**src/rtl/pc_fetch_seq_if.sv**
```systemverilog
// ---------------------------------------------------------------------------
// pc_fetch_seq_if
//   Instruction-memory request channel between the fetch sequencer and imem.
//
//   Handshake: a transfer happens on a rising edge where req & ready are both 1.
//   Once req is raised it stays high and addr stays stable until that transfer
//   (or a redirect / stall decided by the master's state, never by ready).
//
//   Signals
//     req    master -> slave  request valid
//     addr   master -> slave  request address
//     ready  slave  -> master slave accepts the request this cycle
// ---------------------------------------------------------------------------
interface pc_fetch_seq_if #(
    parameter int ADDR_W = 16
);
    logic              req;
    logic [ADDR_W-1:0] addr;
    logic              ready;

    modport master (output req, output addr, input ready);
    modport slave  (input req, input addr, output ready);
endinterface

```
**src/rtl/pc_fetch_seq.sv**
```systemverilog
// ---------------------------------------------------------------------------
// pc_fetch_seq
//   Fetch-stage sequencer owning the program counter. Issues one instruction
//   memory request at a time, steps the PC by PC_INC per accepted fetch,
//   freezes on stall and jumps on redirect (redirect has top priority).
//
//   Ports
//     clk_i             clock, rising edge
//     rst_i             asynchronous reset, active-low
//     stall_i           downstream stall, freezes fetch while 1
//     redirect_valid_i  branch/jump taken this cycle
//     redirect_addr_i   redirect target
//     imem              request channel (master side: req/addr out, ready in)
//     pc_o              current program counter
//     inst_valid_o      one-cycle pulse: a fetch completed at inst_addr_o
//     inst_addr_o       address of the completed fetch
//     fetch_cnt_o       completed (non-squashed) fetches, saturating
//     state_o           current FSM state (debug visibility)
//
//   All outputs come from registers or from the state register alone, so no
//   input reaches an output combinationally.
// ---------------------------------------------------------------------------
module pc_fetch_seq #(
    parameter int                ADDR_W       = 16,
    parameter logic [ADDR_W-1:0] RESET_VECTOR = '0,
    parameter logic [ADDR_W-1:0] PC_INC       = {{(ADDR_W-1){1'b0}}, 1'b1}
) (
    input  logic              clk_i,
    input  logic              rst_i,
    input  logic              stall_i,
    input  logic              redirect_valid_i,
    input  logic [ADDR_W-1:0] redirect_addr_i,
    pc_fetch_seq_if.master    imem,
    output logic [ADDR_W-1:0] pc_o,
    output logic              inst_valid_o,
    output logic [ADDR_W-1:0] inst_addr_o,
    output logic [15:0]       fetch_cnt_o,
    output logic [1:0]        state_o
);

    typedef enum logic [1:0] {
        ST_IDLE  = 2'd0,
        ST_REQ   = 2'd1,
        ST_STALL = 2'd2
    } state_t;

    state_t            state;
    state_t            state_next;
    logic [ADDR_W-1:0] pc_q;
    logic              handshake;
    logic              accept;

    // Request is decoded from state only; address is always the live PC.
    assign imem.req  = (state == ST_REQ);
    assign imem.addr = pc_q;
    assign pc_o      = pc_q;
    assign state_o   = state;

    assign handshake = imem.req & imem.ready;
    // A redirect in the same cycle squashes the transfer.
    assign accept    = handshake & ~redirect_valid_i;

    always_ff @(posedge clk_i or negedge rst_i) begin
        if (!rst_i) begin
            state <= ST_IDLE;
        end else begin
            state <= state_next;
        end
    end

    always_comb begin
        state_next = state;
        if (redirect_valid_i) begin
            state_next = ST_REQ;
        end else begin
            case (state)
                ST_IDLE:  state_next = ST_REQ;
                ST_REQ:   if (stall_i) state_next = ST_STALL;
                ST_STALL: if (!stall_i) state_next = ST_REQ;
                default:  state_next = ST_IDLE;
            endcase
        end
    end

    always_ff @(posedge clk_i or negedge rst_i) begin
        if (!rst_i) begin
            pc_q         <= RESET_VECTOR;
            inst_valid_o <= 1'b0;
            inst_addr_o  <= '0;
            fetch_cnt_o  <= '0;
        end else begin
            inst_valid_o <= accept;
            if (redirect_valid_i) begin
                pc_q <= redirect_addr_i;
            end else if (accept) begin
                pc_q <= pc_q + PC_INC;
            end
            if (accept) begin
                inst_addr_o <= pc_q;
                if (fetch_cnt_o != 16'hFFFF) begin
                    fetch_cnt_o <= fetch_cnt_o + 16'd1;
                end
            end
        end
    end

endmodule

```
**src/flat_wrapper.sv**
```systemverilog
// flat-port wrapper written by rule: the top's interface ports become plain ports
module pc_fetch_seq_flat 
#(
    parameter int                ADDR_W       = 16,
    parameter logic [ADDR_W-1:0] RESET_VECTOR = '0,
    parameter logic [ADDR_W-1:0] PC_INC       = {{(ADDR_W-1){1'b0}}, 1'b1}
)
  (clk_i, rst_i, stall_i, redirect_valid_i, redirect_addr_i, pc_o, inst_valid_o, inst_addr_o, fetch_cnt_o, state_o, imem_req, imem_addr, imem_ready);
  pc_fetch_seq_if #(.ADDR_W(ADDR_W)) imem_i ();
  input  logic clk_i;
  input  logic rst_i;
  input  logic stall_i;
  input  logic redirect_valid_i;
  input  logic [ADDR_W-1:0] redirect_addr_i;
  output logic [ADDR_W-1:0] pc_o;
  output logic inst_valid_o;
  output logic [ADDR_W-1:0] inst_addr_o;
  output logic [15:0] fetch_cnt_o;
  output logic [1:0] state_o;
  output wire logic [$bits(imem_i.req)-1:0] imem_req;
  output wire logic [$bits(imem_i.addr)-1:0] imem_addr;
  input wire logic [$bits(imem_i.ready)-1:0] imem_ready;
  assign imem_req = imem_i.req;
  assign imem_addr = imem_i.addr;
  assign imem_i.ready = imem_ready;
  pc_fetch_seq #(.ADDR_W(ADDR_W), .RESET_VECTOR(RESET_VECTOR), .PC_INC(PC_INC)) u_core (.clk_i(clk_i), .rst_i(rst_i), .stall_i(stall_i), .redirect_valid_i(redirect_valid_i), .redirect_addr_i(redirect_addr_i), .imem(imem_i), .pc_o(pc_o), .inst_valid_o(inst_valid_o), .inst_addr_o(inst_addr_o), .fetch_cnt_o(fetch_cnt_o), .state_o(state_o));
endmodule
```
**config.mk**
```make
export PLATFORM = sky130hd
export DESIGN_NAME = pc_fetch_seq_flat
export DESIGN_NICKNAME = d
export VERILOG_FILES = /design/src/rtl/pc_fetch_seq_if.sv /design/src/rtl/pc_fetch_seq.sv /design/src/flat_wrapper.sv
export SDC_FILE = /design/constraint.sdc
export NUM_CORES = 1
export LEC_CHECK = 0
export ABC_AREA = 1
export BUFFER_PORTS_ARGS = -buffer_cell sky130_fd_sc_hd__buf_2
export CORE_UTILIZATION = 39
export DETAILED_ROUTE_END_ITERATION = 6
export PLACE_DENSITY_LB_ADDON = 0.08
export SLEW_MARGIN = 10
export SYNTH_ARGS = -nofsm -noshare
export SYNTH_HDL_FRONTEND = slang
export SYNTH_SLANG_ARGS = --single-unit
export TNS_END_PERCENT = 30
```
**constraint.sdc**
```tcl
create_clock -name clk_i -period 1.9 [get_ports clk_i]
set_input_delay 0.19 -clock clk_i [delete_from_list [all_inputs] [get_ports clk_i]]
set_output_delay 0.19 -clock clk_i [all_outputs]
set_load 0.01 [all_outputs]
```
Word-level counts from Yosys, hierarchy flattened
Index checks and enable logic that the tools add are counted.

word-level totals
  register bits after elaboration = 51
  bits in latches = 0
  RAM bits = 0
  bits in read-only memories = 0
  output and inout bits = 68
  word-level logic and storage cells = 25
  memories = 0

operators by class
  $add $sub $neg = 2
  multipliers = 0
  div/mod/pow operators = 0
  order comparisons = 0
  equality and inequality tests = 5
  shift-type cells = 0
  muxes and demuxes = 6
  bitwise gates (word level) = 3
  reduce and logical (&&, ||, !) cells = 4

operator list
  kind                                                  number
  adder 16 x 1 -> 16 bit (second input constant)        2
  2-to-1 mux 16 bit                                     2
  != test 16 bit (second input constant)                1
  2-to-1 mux 2 bit                                      3
  != test 3 bit (second input constant)                 2
  case mux 2 bit (3 select lines)                       1
  AND reduction 2 bit                                   2
  AND 1 bit                                             2
  equality test 2 x 1 -> 1 bit (second input constant)  1
  equality test 2 bit (second input constant)           1
  zero test 2 bit                                       1
  nonzero test 2 bit                                    1
  NOT 1 bit                                             1

Logic depth before layout (Yosys ltp)
  depth in word-level cells = 5
  mapped depth = 10
  mapped depth without buffers = 9

Worst setup path after synthesis
Ideal clock, no wire load.

  kind = register -> register
  from = register u_core.fetch_cnt_o[0]
  to = register u_core.fetch_cnt_o[12]
  library setup time = 0.116 ns
  arrival = 1.367 ns
  required time = 1.784 ns
  slack = 0.416 ns
  cell stages (with the launch flop) = 10
  clock period less this slack = 1.484 ns
  cell sequence = dfrtp_1 -> ha_1 -> nand3_4 -> nor2_8 -> nand3_4 -> nand2_8 -> inv_4 -> buf_6 -> nand2_1 -> nand2_1

on the way
  cells in the longest elaborated chain, start to end = 2

ends and longest elaborated chain
  element                                                                         RTL line             source
  start: declaration                                                              pc_fetch_seq.sv:37   output logic [15:0] fetch_cnt_o,
  start signal: assignment                                                        pc_fetch_seq.sv:101  fetch_cnt_o <= fetch_cnt_o + 16'd1;
  parallel branches: the longest is 2 deep, another holds adder 16 x 1 -> 16 bit  --

Several ways; the timed one is not identified.
A chain may end at the register's enable or synchronous reset.

Final worst setup path
  from = register u_core.pc_q[0] (netlist: u_core.imem.addr[0])
  to = register u_core.pc_q[10] (netlist: u_core.imem.addr[10])

on the way
  cells in the longest elaborated chain, start to end = 3

ends and longest elaborated chain
  element                   RTL line            source
  start: declaration        pc_fetch_seq.sv:49  logic [ADDR_W-1:0] pc_q;
  start signal: assignment  pc_fetch_seq.sv:94  pc_q <= redirect_addr_i;
  start signal: assignment  pc_fetch_seq.sv:96  pc_q <= pc_q + PC_INC;
  adder 16 x 1 -> 16 bit    pc_fetch_seq.sv:96
  2-to-1 mux 16 bit         pc_fetch_seq.sv:95  end else if (accept) begin
  2-to-1 mux 16 bit         pc_fetch_seq.sv:93  if (redirect_valid_i) begin

No other way between the ends. The select of a mux whose other input is x is not followed.

==> summary.md <==
| Metric | Value |
|---|---|
| Crit-path slowest cell | dfrtp_1 |
| Max-Slew Margin vs Limit | 78.9% |
| Final min period | 1.58 ns |
| Non-filler instance count after layout | 557 |
| H-tree depth | 2 |
| Sinks on Clock Net | 51 |
| LEAKAGE | 1.86 nW |
| Crit-path max cell delay | 0.45 ns |
| DP Worst Slack | 0.346 ns |
| Crit Path Class | reg2reg |
| Seq/Total Area, Yosys | 43.8% |
| Synth Area per Inst | 7.63 µm² |
| Sw power | 1.02 mW |
| Setup TNS Final | 0 ns |
| First-pass GRT wire length | 11700 µm |
| Distinct cells, synth | 33 |
| Final hold viol count | 0 |
| Layout cells sized above 1 | 25.1% |
| Synth top area cells | dfrtp_1 (44%), nand2_1 (16%), nor2_1 (5.3%), o21ai_0 (5.0%), buf_4 (4.4%) |
| Pwr/cell area | 856 mW/mm² |
| Crit path buffers/inverters | 0 |
| Sequential Power Share | 48.9% |
| Final antenna-violating net count | 0 |
| FILL cells | 780 |
| Die area | 0.00782 mm² |
| Synth warn | 0 |
| Num CTS Buffers | 5 |
| CP endpoint kind | flop |
| CTS root buffer | clkbuf_8 |
| CP Max Fanout | 7 |
| Fin crit share | 83.1% |
| CTS clock-pin slew for the worst setup and hold paths | 0.09 ns |
| Sequence of cells on the critical path | ha_1 > nand3_1 > nor2_1 > nand2_1 > nor2_1 > nand2_1 > a21oi_1 > nand2_1 |
| Number of synthesized flops with an enable pin | 0 |
| Die Span X | 88.4 µm |
| Status | finished, final reports clean |
| First-pass detailed-route iteration total | 6 |
| Setup slack after layout | 0.321 ns |
| Hold WS | 0.0928 ns |
| Power share of the combinational group | 27.6% |
| Detailed placement HPWL | 5060 µm |
| Row count | 31 |
| NumNets Final | 480 |
| Unrepaired setup endpoints after global routing | no |
| GP Congestion | 0.812 |
| Hold-fix buffers, CTS | 1 |
| Clock Skews | 0.00451 ns |
| Yosys top cell by area | dfrtp_1 |
| CP startpoint kind | flop |
| Post-CTS Resized | 0 |
| Vias | 2614 |
| Internal Power | 1.94 mW |
| Min-delay src | redirect_addr_i[2] |
| GR Util All Layers | 19.3% |
| DRC Markers | 0 |
| DP Area | 0.00334 mm² |
| Worst Tran Pin Value | 0.316 ns |
| Post-CTS Setup Inserts | 0 |
| Primary FF master, synth | dfrtp_1 |
| Most common cell in the netlist | nand2_1 |
| CTS tree | built |
| Fin util | 47.6% |
| Synth top area share | 43.8% |
| Syn_nets | 405 |
| R2R Path Start | u_core.imem.addr[0]$_DFFE_PN0P_ |
| Switch share | 34.6% |
| Max Root-Sink Buffers | 2 |
| Clock share of power | 23.5% |
| Delay-heaviest family, CP | simple AND/OR/NAND/NOR gates |
| Worst IR Drop VDD | 0.000384 V |
| Antenna cells | 0 |
| Total power | 2.96 mW |
| Share of flip-flops with an asynchronous set or reset | 100% |
| Number of DRC markers in iteration 0 | 114 |
| WP data arrival | 1.78 ns |
| Starting density of the core | 40.2% |
| Port Buffers | 88 |
| Latest clock arrival within the worst-skew pair | 0.30 ns |
| WL final | 6970 µm |
| Critical path required time | 2.10 ns |
| Grt ovf | 0 |
| Post-synthesis cell count | 382 |
| Type of the worst min-delay path | in2reg |
| Post-Layout Inst Area | 0.00345 mm² |
| Max Cap Viol | 0 |
| Worst Setup SP | u_core.imem.addr[0]$_DFFE_PN0P_ |
| Vias in the first global route | 2533 |
| Die height | 88.4 µm |
| Area Overhead vs Synth | 18.5% |
| Average routed wire per standard cell | 12.5 µm |
| Final slew viol count | 0 |
| CP dominant cell by count | nand2_1 |
| Mapped cell area | 0.00291 mm² |
| Boundary Pins | 89 |
| Placed cells | 548 |
| Core box area | 0.00725 mm² |
| FMAX | 633 MHz |
| Count of state elements after synthesis | 51 |
| Initial antenna violation count | 0 |
| Final setup vio count | 0 |
| Pin count of the biggest net entering global routing | 52 |
| Vias per cell | 4.69 |
| Commonest cells in the netlist | nand2_1 (127), dfrtp_1 (51), nor2_1 (41), inv_1 (34), o21ai_0 (29) |
## area by class of cell
type	count	area (µm²)	area share (%)
Sequential cell	51	1280	36.9
Clock buffer	8	100	2.90
Inverter	41	161	4.67
Timing Repair Buffer	93	493	14.3
Tap cell	99	124	3.59
Multi-Input combinational cell	265	1300	37.6
## logic make-up (layout without fill, tap and decap cells)
logic type	Yosys count	after routing	synth area share, %
compound gates	40	40	7.60
xor+xnor	13	13	3.91
buf+inv	66	142	11.6
fa+ha+maj	2	2	0.859
flops	51	51	43.8
simple gates	210	210	32.2
## sequential cells by signal, indices dropped and copies added (netlist names)
name,flops
u_core.fetch_cnt_o,16
u_core.imem.addr,16
u_core.inst_addr_o,16
u_core.inst_valid_o,1
u_core.state_o,2
## final timing paths
kind,to,slack [ns],cells past startpoint
setup / recovery,u_core.imem.addr[10]$_DFFE_PN0P_,0.32,8
hold / removal,u_core.imem.addr[2]$_DFFE_PN0P_,0.09,3
setup reg to reg,u_core.imem.addr[10]$_DFFE_PN0P_,0.32,8
hold reg to reg,u_core.inst_addr_o[8]$_DFFE_PN0P_,0.49,2
max in group asynchronous,u_core.fetch_cnt_o[10]$_DFFE_PN0P_,1.26,3
min in group asynchronous,u_core.fetch_cnt_o[3]$_DFFE_PN0P_,0.40,3
## power groups by stage
stage          combinational (mW)  sequential (mW)  clock [mW]
2_1_floorplan               0.446             1.54           0
3_3_place_gp                0.829             1.46           0
3_5_place_dp                0.828             1.47           0
4_1_cts                     0.832             1.45       0.723
5_1_grt                     0.919             1.48       0.767
6_report                    0.816             1.45       0.694
## layer usage
metal,track usage [%],routed length [µm],up-vias
li1,-,-,1348
met1,23.9,3200,1195
met2,34.6,3420,67
met3,3.45,296,4
met4,5.28,56,0
met5,0,0,-
## worst register-to-register path: stages (launching register included)
cell and delay, ns:
dfrtp_1 0.45, ha_1 0.25, nand3_1 0.10, nor2_1 0.14
nand2_1 0.12, nor2_1 0.15, nand2_1 0.07, a21oi_1 0.13
nand2_1 0.06
## cell usage in the layout, fill, tap and decap left out, drive strengths merged, types with 7 or more instances in the layout
master,Yosys,final
inv,40,40
nand3,24,24
buf,22,92
dfrtp,51,51
nand2,130,130
nor2,43,43
o21ai,29,29
xnor2,8,8
clkbuf,3,8
nand4,7,7
No activity file was read; power rests on OpenSTA's default activity.
